==> src/rtl/key_onehot_scanner.sv <==
// Debounced 8-key scanner: accepts one stable one-hot key and emits it as a registered one-hot code.
// Optional lowest-index priority for multi-key input is enabled by defining KEY_PRIORITY_EN.
module key_onehot_scanner #(
    parameter int DEBOUNCE_CYCLES = 4
) (
    input  logic       clk,
    input  logic       rst,
    input  logic [7:0] keys,
    output logic [7:0] data,
    output logic       valid,
    output logic       busy
);

    localparam logic [1:0] S_IDLE     = 2'd0;
    localparam logic [1:0] S_DEBOUNCE = 2'd1;
    localparam logic [1:0] S_PRESSED  = 2'd2;
    localparam logic [1:0] S_RELEASE  = 2'd3;

    localparam logic [7:0] CNT_LAST = 8'(DEBOUNCE_CYCLES - 1);

    logic [7:0] r_sync1;
    logic [7:0] r_sync2;
    logic [1:0] r_state;
    logic [7:0] r_cnt;
    logic [7:0] r_hold;
    logic [7:0] r_data;
    logic       r_valid;
    logic       r_busy;

    logic [7:0] w_cand;
    logic       w_cand_vld;
    logic [1:0] w_state_nxt;
    logic [7:0] w_cnt_nxt;
    logic [7:0] w_hold_nxt;
    logic [7:0] w_data_nxt;
    logic       w_valid_nxt;

`ifdef KEY_PRIORITY_EN
    // Two's-complement trick isolates the lowest set bit.
    assign w_cand = r_sync2 & (~r_sync2 + 8'd1);
`else
    assign w_cand = ((r_sync2 & (r_sync2 - 8'd1)) == 8'd0) ? r_sync2 : 8'd0;
`endif
    assign w_cand_vld = (w_cand != 8'd0);

    always_comb begin
        w_state_nxt = r_state;
        w_cnt_nxt   = r_cnt;
        w_hold_nxt  = r_hold;
        w_data_nxt  = r_data;
        w_valid_nxt = 1'b0;
        case (r_state)
            S_IDLE: begin
                if (w_cand_vld) begin
                    w_hold_nxt  = w_cand;
                    w_cnt_nxt   = 8'd0;
                    w_state_nxt = S_DEBOUNCE;
                end
            end
            S_DEBOUNCE: begin
                if (w_cand_vld && (w_cand == r_hold)) begin
                    if (r_cnt == CNT_LAST) begin
                        w_data_nxt  = r_hold;
                        w_valid_nxt = 1'b1;
                        w_state_nxt = S_PRESSED;
                    end else begin
                        w_cnt_nxt = r_cnt + 8'd1;
                    end
                end else begin
                    w_state_nxt = S_IDLE;
                end
            end
            S_PRESSED: begin
                // Any held or changed key is ignored until every line is released.
                if (r_sync2 == 8'd0) begin
                    w_cnt_nxt   = 8'd0;
                    w_state_nxt = S_RELEASE;
                end
            end
            default: begin
                if (r_sync2 != 8'd0) begin
                    w_cnt_nxt = 8'd0;
                end else if (r_cnt == CNT_LAST) begin
                    w_state_nxt = S_IDLE;
                end else begin
                    w_cnt_nxt = r_cnt + 8'd1;
                end
            end
        endcase
    end

    always_ff @(posedge clk) begin
        if (rst) begin
            r_sync1 <= 8'd0;
            r_sync2 <= 8'd0;
            r_state <= S_IDLE;
            r_cnt   <= 8'd0;
            r_hold  <= 8'd0;
            r_data  <= 8'd0;
            r_valid <= 1'b0;
            r_busy  <= 1'b0;
        end else begin
            r_sync1 <= keys;
            r_sync2 <= r_sync1;
            r_state <= w_state_nxt;
            r_cnt   <= w_cnt_nxt;
            r_hold  <= w_hold_nxt;
            r_data  <= w_data_nxt;
            r_valid <= w_valid_nxt;
            r_busy  <= (w_state_nxt != S_IDLE);
        end
    end

    assign data  = r_data;
    assign valid = r_valid;
    assign busy  = r_busy;

endmodule

==> config.mk <==
export PLATFORM = sky130hd
export DESIGN_NAME = key_onehot_scanner
export DESIGN_NICKNAME = d
export VERILOG_FILES = /design/src/rtl/key_onehot_scanner.sv
export SDC_FILE = /design/constraint.sdc
export NUM_CORES = 1
export LEC_CHECK = 0
export BUFFER_PORTS_ARGS = -buffer_cell sky130_fd_sc_hd__buf_4
export CORE_MARGIN = 2
export CORE_UTILIZATION = 62
export CTS_BUF_LIST = sky130_fd_sc_hd__clkbuf_2 sky130_fd_sc_hd__clkbuf_4 sky130_fd_sc_hd__clkbuf_8
export CTS_CLUSTER_DIAMETER = 30
export DETAILED_ROUTE_END_ITERATION = 12
export PLACE_DENSITY = 0.83
export SLEW_MARGIN = 20
export SYNTH_ARGS = -nofsm -noshare
export SYNTH_HDL_FRONTEND = slang
export SYNTH_SLANG_ARGS = --single-unit
export TNS_END_PERCENT = 30
==> constraint.sdc <==
create_clock -name clk -period 7.1 [get_ports clk]
set_input_delay 1.42 -clock clk [delete_from_list [all_inputs] [get_ports clk]]
set_output_delay 1.42 -clock clk [all_outputs]
set_load 0.02 [all_outputs]
Word level (Yosys, flattened, before mapping)
Cells that the tools add are included.
W data, S select, Z words.
{ "op_classes": {"add_sub_neg": 2, "n_reduce_logical": 11, "n_eq_ne": 7, "muxes": 15, "bitwise": 3} }
{ "ops": {"columns": ["operator", "n"], "rows": [
  ["$mux W8", 6],
  ["$pmux W8 S3", 1],
  ["$logic_not A8 Y1", 2],
  ["$reduce_bool A8 Y1", 2],
  ["$mux W2", 6],
  ["$add A8 B1 Y8 const B", 1],
  ["$and A8 B8 Y8", 1],
  ["$eq A8 B2 Y1 const B", 1],
  ["$eq A8 B8 Y1", 1],
  ["$sub A8 B1 Y8 const B", 1],
  ["$ne A2 B2 Y1 const B", 3],
  ["$pmux W2 S3", 1],
  ["$reduce_and A3 Y1", 2],
  ["$reduce_or A3 Y1", 1],
  ["$eq A2 B1 Y1 const B", 1],
  ["$eq A2 B2 Y1 const B", 1],
  ["$logic_not A2 Y1", 1],
  ["$not A1 Y1", 2],
  ["$reduce_and A2 Y1", 1],
  ["$reduce_bool A2 Y1", 1],
  ["$logic_and A1 B1 Y1", 1],
  ["$mux W1", 1]
]} }
{ "word_totals": {"regBits": 44, "wordCells": 46} }

Longest topological paths before layout
Gate-level depths: netlist (run 1).
{ "depth": {"ltp_word": 9, "mapped_depth": 8, "mapped_depth_nobuf": 8} }

Worst setup path after synthesis (run 1)
Ideal clock, no wire load.
{ "synth_timing": {"path_kind": "register -> register", "startpoint": "register r_sync2[4]", "endpoint": "register r_data[0] (netlist: data[0])", "path_stages_with_launch": 9, "t_arrival_ns": 2.378, "path_buffers": 1, "setup_slack_ns": 4.594, "cell_sequence": "dfxtp_1 -> buf_6 -> maj3_2 -> or3_1 -> a221oi_2 -> o211ai_2 -> nor4_4 -> mux2i_1 -> nor2_1"} }
{ "synth_between": {"elab_chain_len": 7, "word_cells_on_any_way": 8, "classes_between": "add/sub (1); eq/ne (1); mux (1); bitwise (1); reduce/logical (4)"} }
{ "synth_lines": {"columns": ["item", "line_no", "source"], "rows": [
  ["start, declared", "22", "logic [7:0] r_sync2;"],
  ["start signal, assigned", "104", "r_sync2 <= r_sync1;"],
  ["$sub A8 B1 Y8", "42", "assign w_cand = ((r_sync2 & (r_sync2 - 8'd1)) == 8'd0) ? r_sync2 : 8'd0;"],
  ["$and A8 B8 Y8", "42", null],
  ["$logic_not A8 Y1", "42", null],
  ["$mux W8 (*)", "42", null],
  ["$eq A8 B8 Y1 / $reduce_bool A8 Y1 (equally long branches)", "61, 44", null],
  ["$logic_and A1 B1 Y1 (*)", "61", "if (w_cand_vld && (w_cand == r_hold)) begin"],
  ["$reduce_and A3 Y1 (no line) (*)", null, null],
  ["end signal, assigned", "108", "r_data <= w_data_nxt;"],
  ["end, declared", "26", "logic [7:0] r_data;"]
]} }
Every way passes the cells marked *; elsewhere a longest branch is shown, timed or not.
A chain may end at the register's enable or synchronous reset.

Worst setup path after layout (run 1)
{ "layout_timing": {"startpoint": "register r_sync2[2]", "endpoint": "register r_cnt[4]"} }
{ "layout_between": {"elab_chain_len": 8, "word_cells_on_any_way": 15, "classes_between": "add/sub (1); eq/ne (4); mux (3); bitwise (1); reduce/logical (6)"} }
{ "layout_lines": {"columns": ["item", "line_no", "source"], "rows": [
  ["$sub A8 B1 Y8", "42", null],
  ["$and A8 B8 Y8", "42", null],
  ["$logic_not A8 Y1", "42", null],
  ["$mux W8", "42", null],
  ["$eq A8 B8 Y1 / $reduce_bool A8 Y1 (equally long branches)", "61, 44", null],
  ["$logic_and A1 B1 Y1", "61", null],
  ["$ne A2 B2 Y1 (no line)", null, null],
  ["$reduce_and A3 Y1 (no line)", null, null],
  ["end signal, assigned", "106", "r_cnt <= w_cnt_nxt;"],
  ["end, declared", "24", "logic [7:0] r_cnt;"]
]} }
Parallel ways exist; a longest one is shown, timed or not.

==> results of run 1 <==
==> worst min path at each step <==
stage / startpoint / to / slack, ps / depth (start not counted)
2_1_floorplan: r_sync1[0]$_SDFF_PP0_ / r_sync2[0]$_SDFF_PP0_ / 410 / 1
3_3_place_gp: r_sync1[3]$_SDFF_PP0_ / r_sync2[3]$_SDFF_PP0_ / 420 / 1
3_5_place_dp: r_sync1[5]$_SDFF_PP0_ / r_sync2[5]$_SDFF_PP0_ / 420 / 1
4_1_cts: r_sync1[5]$_SDFF_PP0_ / r_sync2[5]$_SDFF_PP0_ / 450 / 1
5_1_grt: r_sync1[6]$_SDFF_PP0_ / r_sync2[6]$_SDFF_PP0_ / 470 / 1
6_report: r_sync1[5]$_SDFF_PP0_ / r_sync2[5]$_SDFF_PP0_ / 450 / 1
==> layout make-up <==
class / count / area (um2)
multi-input combinational: 160 / 1100
sequential: 44 / 881
fill: 255 / 832
timing repair buffer: 19 / 143
tap: 44 / 55.1
clock buffer: 6 / 51.3
inverter: 8 / 30.0
clock inverter: 2 / 15.0
==> stage by stage <==
stage | total power, mW | area (um2)
after global placement | 0.340 | 2200
after detailed placement | 0.342 | 2200
after CTS | 0.471 | 2270
after global routing | 0.488 | 2270
after floorplan | 0.327 | 2070
final | 0.467 | 2270
==> registers in the layout (all words and copies together) (netlist names) <==
name,flops
data,8
r_cnt,8
r_hold,8
r_sync1,8
r_sync2,8
r_state,2
busy,1
valid,1
==> worst max-delay path, delay by kind of cell, from the launching register on <==
family,cells,cell delay [ps]
compound gates,4,1260
flops,1,440
simple gates,3,1100
==> power by group <==
part	leakage, nW	switching [mW]	internal (mW)
sequential	0.359	0.0112	0.256
clock	0.0305	0.0805	0.0481
combinational	0.472	0.0398	0.0311
==> cell usage after synthesis, drive strengths merged (3+ instances only) <==
library cell / count / area, um2
a21oi: 3 / 15.0
clkbuf: 5 / 18.8
o21ai: 4 / 20.0
or2: 3 / 18.8
nand2: 9 / 33.8
o41ai: 4 / 35.0
nor2: 26 / 103
a21o: 5 / 37.5
mux2i: 15 / 150
o31ai: 3 / 27.5
nor2b: 16 / 100
a31oi: 3 / 18.8
nor4: 6 / 67.6
inv: 8 / 30.0
nor3: 9 / 45.0
buf: 7 / 41.3
nand3: 11 / 55.1
nand2b: 3 / 18.8
dfxtp: 44 / 881
==> kinds of logic after synthesis <==
kind of cell,after synthesis,synth area share (%)
adder cells (fa/ha/maj),2,1.15
AND/OR/NAND/NOR,95,25.5
XOR/XNOR,4,1.70
multiplexers,15,7.26
flip-flops,44,42.6
AO/OA/AOI/OAI,44,17.4
buffers and inverters,20,4.36
==> layer usage <==
| metal | track usage [%] | up-vias | part of all wire, % |
|---|---|---|---|
| li1 | - | 844 | - |
| met1 | 28.6 | 817 | 42 |
| met2 | 40.2 | 63 | 50 |
| met3 | 5.18 | 7 | 6.6 |
| met4 | 7.90 | 0 | 1.3 |
| met5 | 0 | - | 0 |
==> metrics.md, run 1 <==
| Metric | Value |
|---|---|
| Status | completed |
| Critical path type | register to register |
| I/O pins | 20 |
| Core Rows | 20 |
| Slew Limit Headroom | 52.9% |
| Cell count after placement | 275 |
| Vias in the first global route | 1530 |
| Worst setup path endpoint | r_cnt[4]$_SDFFE_PP0P_ |
| Total grt overflow | 0 |
| Fin crit period | 2830 ps |
| Fmax | 354 MHz |
| Initial Util | 66.6% |
| Post-CTS Hold Buffers | 0 |
| Least-Margin Pin Slew | 701 ps |
| Slowest-stage cell, CP | nor4_4 |
| # DRC | 0 |
| Overall Global Routing Usage | 23.2% |
| Critical R2R Capture | r_cnt[4]$_SDFFE_PP0P_ |
| R2R depth | 7 |
| Routed WL | 4120 um |
| Dpl hpwl | 3010 um |
| Total number of vias | 1731 |
| Worst setup SP type | register |
| Setup bufs post-CTS | 0 |
| Area growth from synthesis to layout | 9.87% |
| Final Slew Violations | 0 |
| TritonCTS Sinks | 44 |
| Core Box Area | 3100 um2 |
| CP peak stage delay | 580 ps |
| Largest net degree at the start of global routing | 42 |
| Worst hold slack | 449 ps |
| CP Cell Sequence | nor4_4 > nand2_1 > nor3_1 > o31ai_2 > o32a_2 > o41ai_1 > a21o_1 |
| Filler-free cell count of the finished design | 283 |
| Die span in x | 61.7 um |
| Post-Synthesis Cells | 224 |
| Synthesized area per cell | 9.23 um2 |
| Final worst slack | 4270 ps |
| Pre-CTS setup slack | 4300 ps |
| Die height | 61.7 um |
| Pwr dens | 206 nW/um2 |
| Port-buffer cells | 19 |
| Max_cap viols | 0 |
| Worst endpoint required time | 7420 ps |
| Reg-to-reg startpoint | r_sync2[2]$_SDFF_PP0_ |
| Worst EP arrival | 3150 ps |
| Leak Pwr | 0.861 nW |
| Max IR drop VDD | 0.146 mV |
| First-pass GRT wire length | 6580 um |
| Final period utilization | 39.8% |
| Synth cell types | 56 |
| Die Footprint | 3810 um2 |
| Crit path from | r_sync2[2]$_SDFF_PP0_ |
| Via/cell ratio | 6.12 |
| Htree depth | 2 |
| Synth warnings | 0 |
| DRT Pass-1 Iters | 4 |
| Share of layout cells above drive strength 1 | 16.7% |
| Top FF cell, synth | dfxtp_1 |
| Clk_skew | 9.95 ps |
| Root Driver | clkbuf_4 |
| Setup slack, reg-to-reg | 4270 ps |
| Syn Nets | 235 |
| Commonest cells after routing, fill and taps aside | dfxtp_1 (44), nor2_1 (24), buf_4 (19) |
| Clock slew at reported path FFs | 130 ps |
| Setup total negative slack | 0 ps |
| Hold Crit Class | register to register |
| Mean routed wirelength per cell | 14.6 um |
| Antenna diode count | 0 |
| Post-synth EDFFs | 0 |
| Post-synthesis sequential area ratio | 42.6% |
| Most common cell after layout, fill and taps aside | dfxtp_1 |
| DRT antenna net count | 0 |
| Gp weighted congestion | 0.891 |
| Mapped Area | 2070 um2 |
| CTS tree | yes |
| Setup crit end kind | register |
| CP Max Fanout | 10 |
| Clk_lat worst skew | 360 ps |
| Initial antenna violation count | 0 |
| Flip-flop and latch count after synthesis | 44 |
| Cts repair resizes | 0 |
| RSZ-0062 raised after global routing | false |
| Cts bufs inserted | 5 |
| Final hold viol count | 0 |
| Clock tree buffer depth | 2 |
| Final #Nets | 249 |
| Post-layout util | 73.2% |
| Ys async rst share | 0% |
| Final setup viols | 0 |
| First-iteration detailed-routing DRC count | 143 |
No activity file was read; power rests on OpenSTA's default activity.
==> inputs of run 2 (changes only) <==
--- a/config.mk
+++ b/config.mk
@@ -7,11 +7,11 @@
 export LEC_CHECK = 0
 export BUFFER_PORTS_ARGS = -buffer_cell sky130_fd_sc_hd__buf_4
 export CORE_MARGIN = 2
-export CORE_UTILIZATION = 62
+export CORE_UTILIZATION = 55
 export CTS_BUF_LIST = sky130_fd_sc_hd__clkbuf_2 sky130_fd_sc_hd__clkbuf_4 sky130_fd_sc_hd__clkbuf_8
 export CTS_CLUSTER_DIAMETER = 30
 export DETAILED_ROUTE_END_ITERATION = 12
-export PLACE_DENSITY = 0.83
+export PLACE_DENSITY = 0.78
 export SLEW_MARGIN = 20
 export SYNTH_ARGS = -nofsm -noshare
 export SYNTH_HDL_FRONTEND = slang
==> constraint.sdc (replaced) <==
create_clock -name clk -period 2.5 [get_ports clk]
set_input_delay 0.5 -clock clk [delete_from_list [all_inputs] [get_ports clk]]
set_output_delay 0.5 -clock clk [all_outputs]
set_load 0.02 [all_outputs]
==> run 2 against run 1 <==
  * First-iteration DRC count increased by 31%
  * Fmax increased by 15%
  * Highest routed layer unchanged
  * Design area increased by 14%
  * Core utilization decreased by 2.0 points
  * Flip-flop and latch count unchanged
  * Sequential share of layout area decreased by 4.3 points
  * Sequential power increased to 2.8 times the previous value
  * Clock power increased to 4.2 times the previous value
  * Critical path type unchanged
  * Final cell count increased by 8.8%
  * Die area increased by 12%
  * Global-route usage decreased by 1.6 points
==> metrics.md, run 2 (synthesis gave the netlist of run 1 again) <==
| Metric | Value |
|---|---|
| Status | completed |
| TritonCTS Sinks | 44 (unchanged) |
| Worst EP arrival | 2660 ps (-490 ps) |
| Largest net degree at the start of global routing | 42 (unchanged) |
| Final setup viols | 0 (unchanged) |
| CTS tree | yes |
| Clock tree buffer depth | 2 (unchanged) |
| DRT antenna net count | 0 (unchanged) |
| Setup total negative slack | 0 ps (unchanged) |
| Gp weighted congestion | 0.915 (+2.8%) |
| Core Rows | 22 (+10%) |
| Worst endpoint required time | 2690 ps (-4730 ps) |
| Pwr dens | 608 nW/um2 (+200%) |
| Vias in the first global route | 1588 (+3.8%) |
| DRT Pass-1 Iters | 4 (unchanged) |
| Initial Util | 56.9% (-9.7 points) |
| Area growth from synthesis to layout | 25.1% |
| Die span in x | 65.3 um (+5.8%) |
| First-iteration detailed-routing DRC count | 187 (+31%) |
| Critical path type | register to register |
| Tot Pwr | 1.57 mW (+240%) |
| Worst hold slack | 407 ps (-42.2 ps) |
| Final instance area | 2590 um2 (+14%) |
| Most common cell after layout, fill and taps aside | dfxtp_1 |
| Final Slew Violations | 0 (unchanged) |
| Dpl hpwl | 2970 um (-1.1%) |
| Final period utilization | 98.6% (+59 points) |
| Worst setup SP type | register |
| Final worst slack | 35.0 ps (-4240 ps) |
| Least-Margin Pin Slew | 521 ps (-180 ps) |
| Core Box Area | 3630 um2 (+17%) |
| Root Driver | clkbuf_8 |
| # DRC | 0 (unchanged) |
| Post-CTS Hold Buffers | 0 (unchanged) |
| Clk_skew | 5.10 ps (-4.85 ps) |
| Fill count | 295 (+16%) |
| Post-placement cell area | 2350 um2 (+6.6%) |
| Via/cell ratio | 5.90 (-3.6%) |
| Slew Limit Headroom | 65.1% (+12 points) |
| Port-buffer cells | 19 (unchanged) |
| Htree depth | 2 (unchanged) |
| Die Footprint | 4260 um2 (+12%) |
| I/O pins | 20 (unchanged) |
| Max_cap viols | 0 (unchanged) |
| Clock slew at reported path FFs | 80 ps (-50 ps) |
| Initial antenna violation count | 0 (unchanged) |
| CP Max Fanout | 7 (-3) |
| Final #Nets | 270 (+8.4%) |
| Commonest cells after routing, fill and taps aside | dfxtp_1 (40), buf_4 (39), nor2_1 (24) |
| Share of layout cells above drive strength 1 | 28.5% (+12 points) |
| Leak Pwr | 1.02 nW (+18%) |
| Total grt overflow | 0 (unchanged) |
| Hold Crit Class | input port to register |
| Pre-CTS setup slack | -125 ps (-4420 ps) |
| Total number of vias | 1817 (+5.0%) |
| Cts bufs inserted | 5 (unchanged) |
| Fin crit period | 2460 ps (-362 ps) |
| Die height | 65.3 um (+5.8%) |
| Max IR drop VDD | 0.617 mV (+320%) |
| Routed WL | 4540 um (+10%) |
| Setup crit end kind | register |
| Clk_lat worst skew | 300 ps (-60 ps) |
| Mean routed wirelength per cell | 14.8 um (+1.4%) |
| Antenna diode count | 0 (unchanged) |
| First-pass GRT wire length | 7290 um (+11%) |
| Final hold viol count | 0 (unchanged) |
| Overall Global Routing Usage | 21.6% (-1.6 points) |
| Fmax | 406 MHz (+15%) |
-- run 2: cell type report --
| type | count | area (um2) | share of cell area [%] |
|---|---|---|---|
| clock buffer | 5 | 68.8 | 2.66 |
| sequential | 44 | 891 | 34.4 |
| timing repair buffer | 40 | 313 | 12.1 |
| tap | 48 | 60.1 | 2.32 |
| clock inverter | 3 | 46.3 | 1.79 |
| inverter | 8 | 30.0 | 1.16 |
| multi-input combinational | 160 | 1180 | 45.5 |
-- run 2: power by group --
part / switching (mW) / total [mW] / internal, mW / leakage (nW)
Combinational: 0.143 / 0.273 / 0.130 / 0.604
Sequential: 0.0271 / 0.753 / 0.726 / 0.361
Clock: 0.245 / 0.546 / 0.301 / 0.0548
-- run 2: metrics by stage --
| stage | util [%] | cells |
|---|---|---|
| 2_1_floorplan | - | 224 |
| 3_3_place_gp | 64.7 | 296 |
| 3_5_place_dp | 64.7 | 296 |
| 4_1_cts | 68.8 | 305 |
| 5_1_grt | 71.2 | 308 |
| 6_report | 71.2 | 308 |
-- run 2: timing repair --
action,4_1_cts,5_1_grt
endpoints found under the setup margin,17,24
pin swaps,2,4
buffers inserted,1,3
gates resized for setup,6,14
hold endpoints to repair,0,0
-- run 2: path summary, 6_finish.rpt --
path | cells after the start | slack, ps | to | from
max reg2reg | 9 | 40 | r_cnt[6]$_SDFFE_PP0P_ | r_sync2[5]$_SDFF_PP0_
min | 2 | 410 | r_sync1[6]$_SDFF_PP0_ | keys[6]
min reg2reg | 1 | 440 | r_sync2[2]$_SDFF_PP0_ | r_sync1[2]$_SDFF_PP0_
max | 9 | 40 | r_cnt[6]$_SDFFE_PP0P_ | r_sync2[5]$_SDFF_PP0_
-- run 2: critical path, cell delays in order (launching register included) --
cell and delay, ps:
dfxtp_1 370, nor4_4 460, buf_4 200, a31oi_1 90
nor3_2 230, o31a_1 210, a31o_2 210, a21oi_1 70
buf_4 180, a221o_1 330
-- run 2: layer usage --
layer,vias to the layer above,GRT usage (%),routed length (um)
met5,-,0,0
met4,0,6.25,51
met3,7,3.60,232
met2,57,33.9,2130
met1,873,30.4,2130
li1,880,-,-
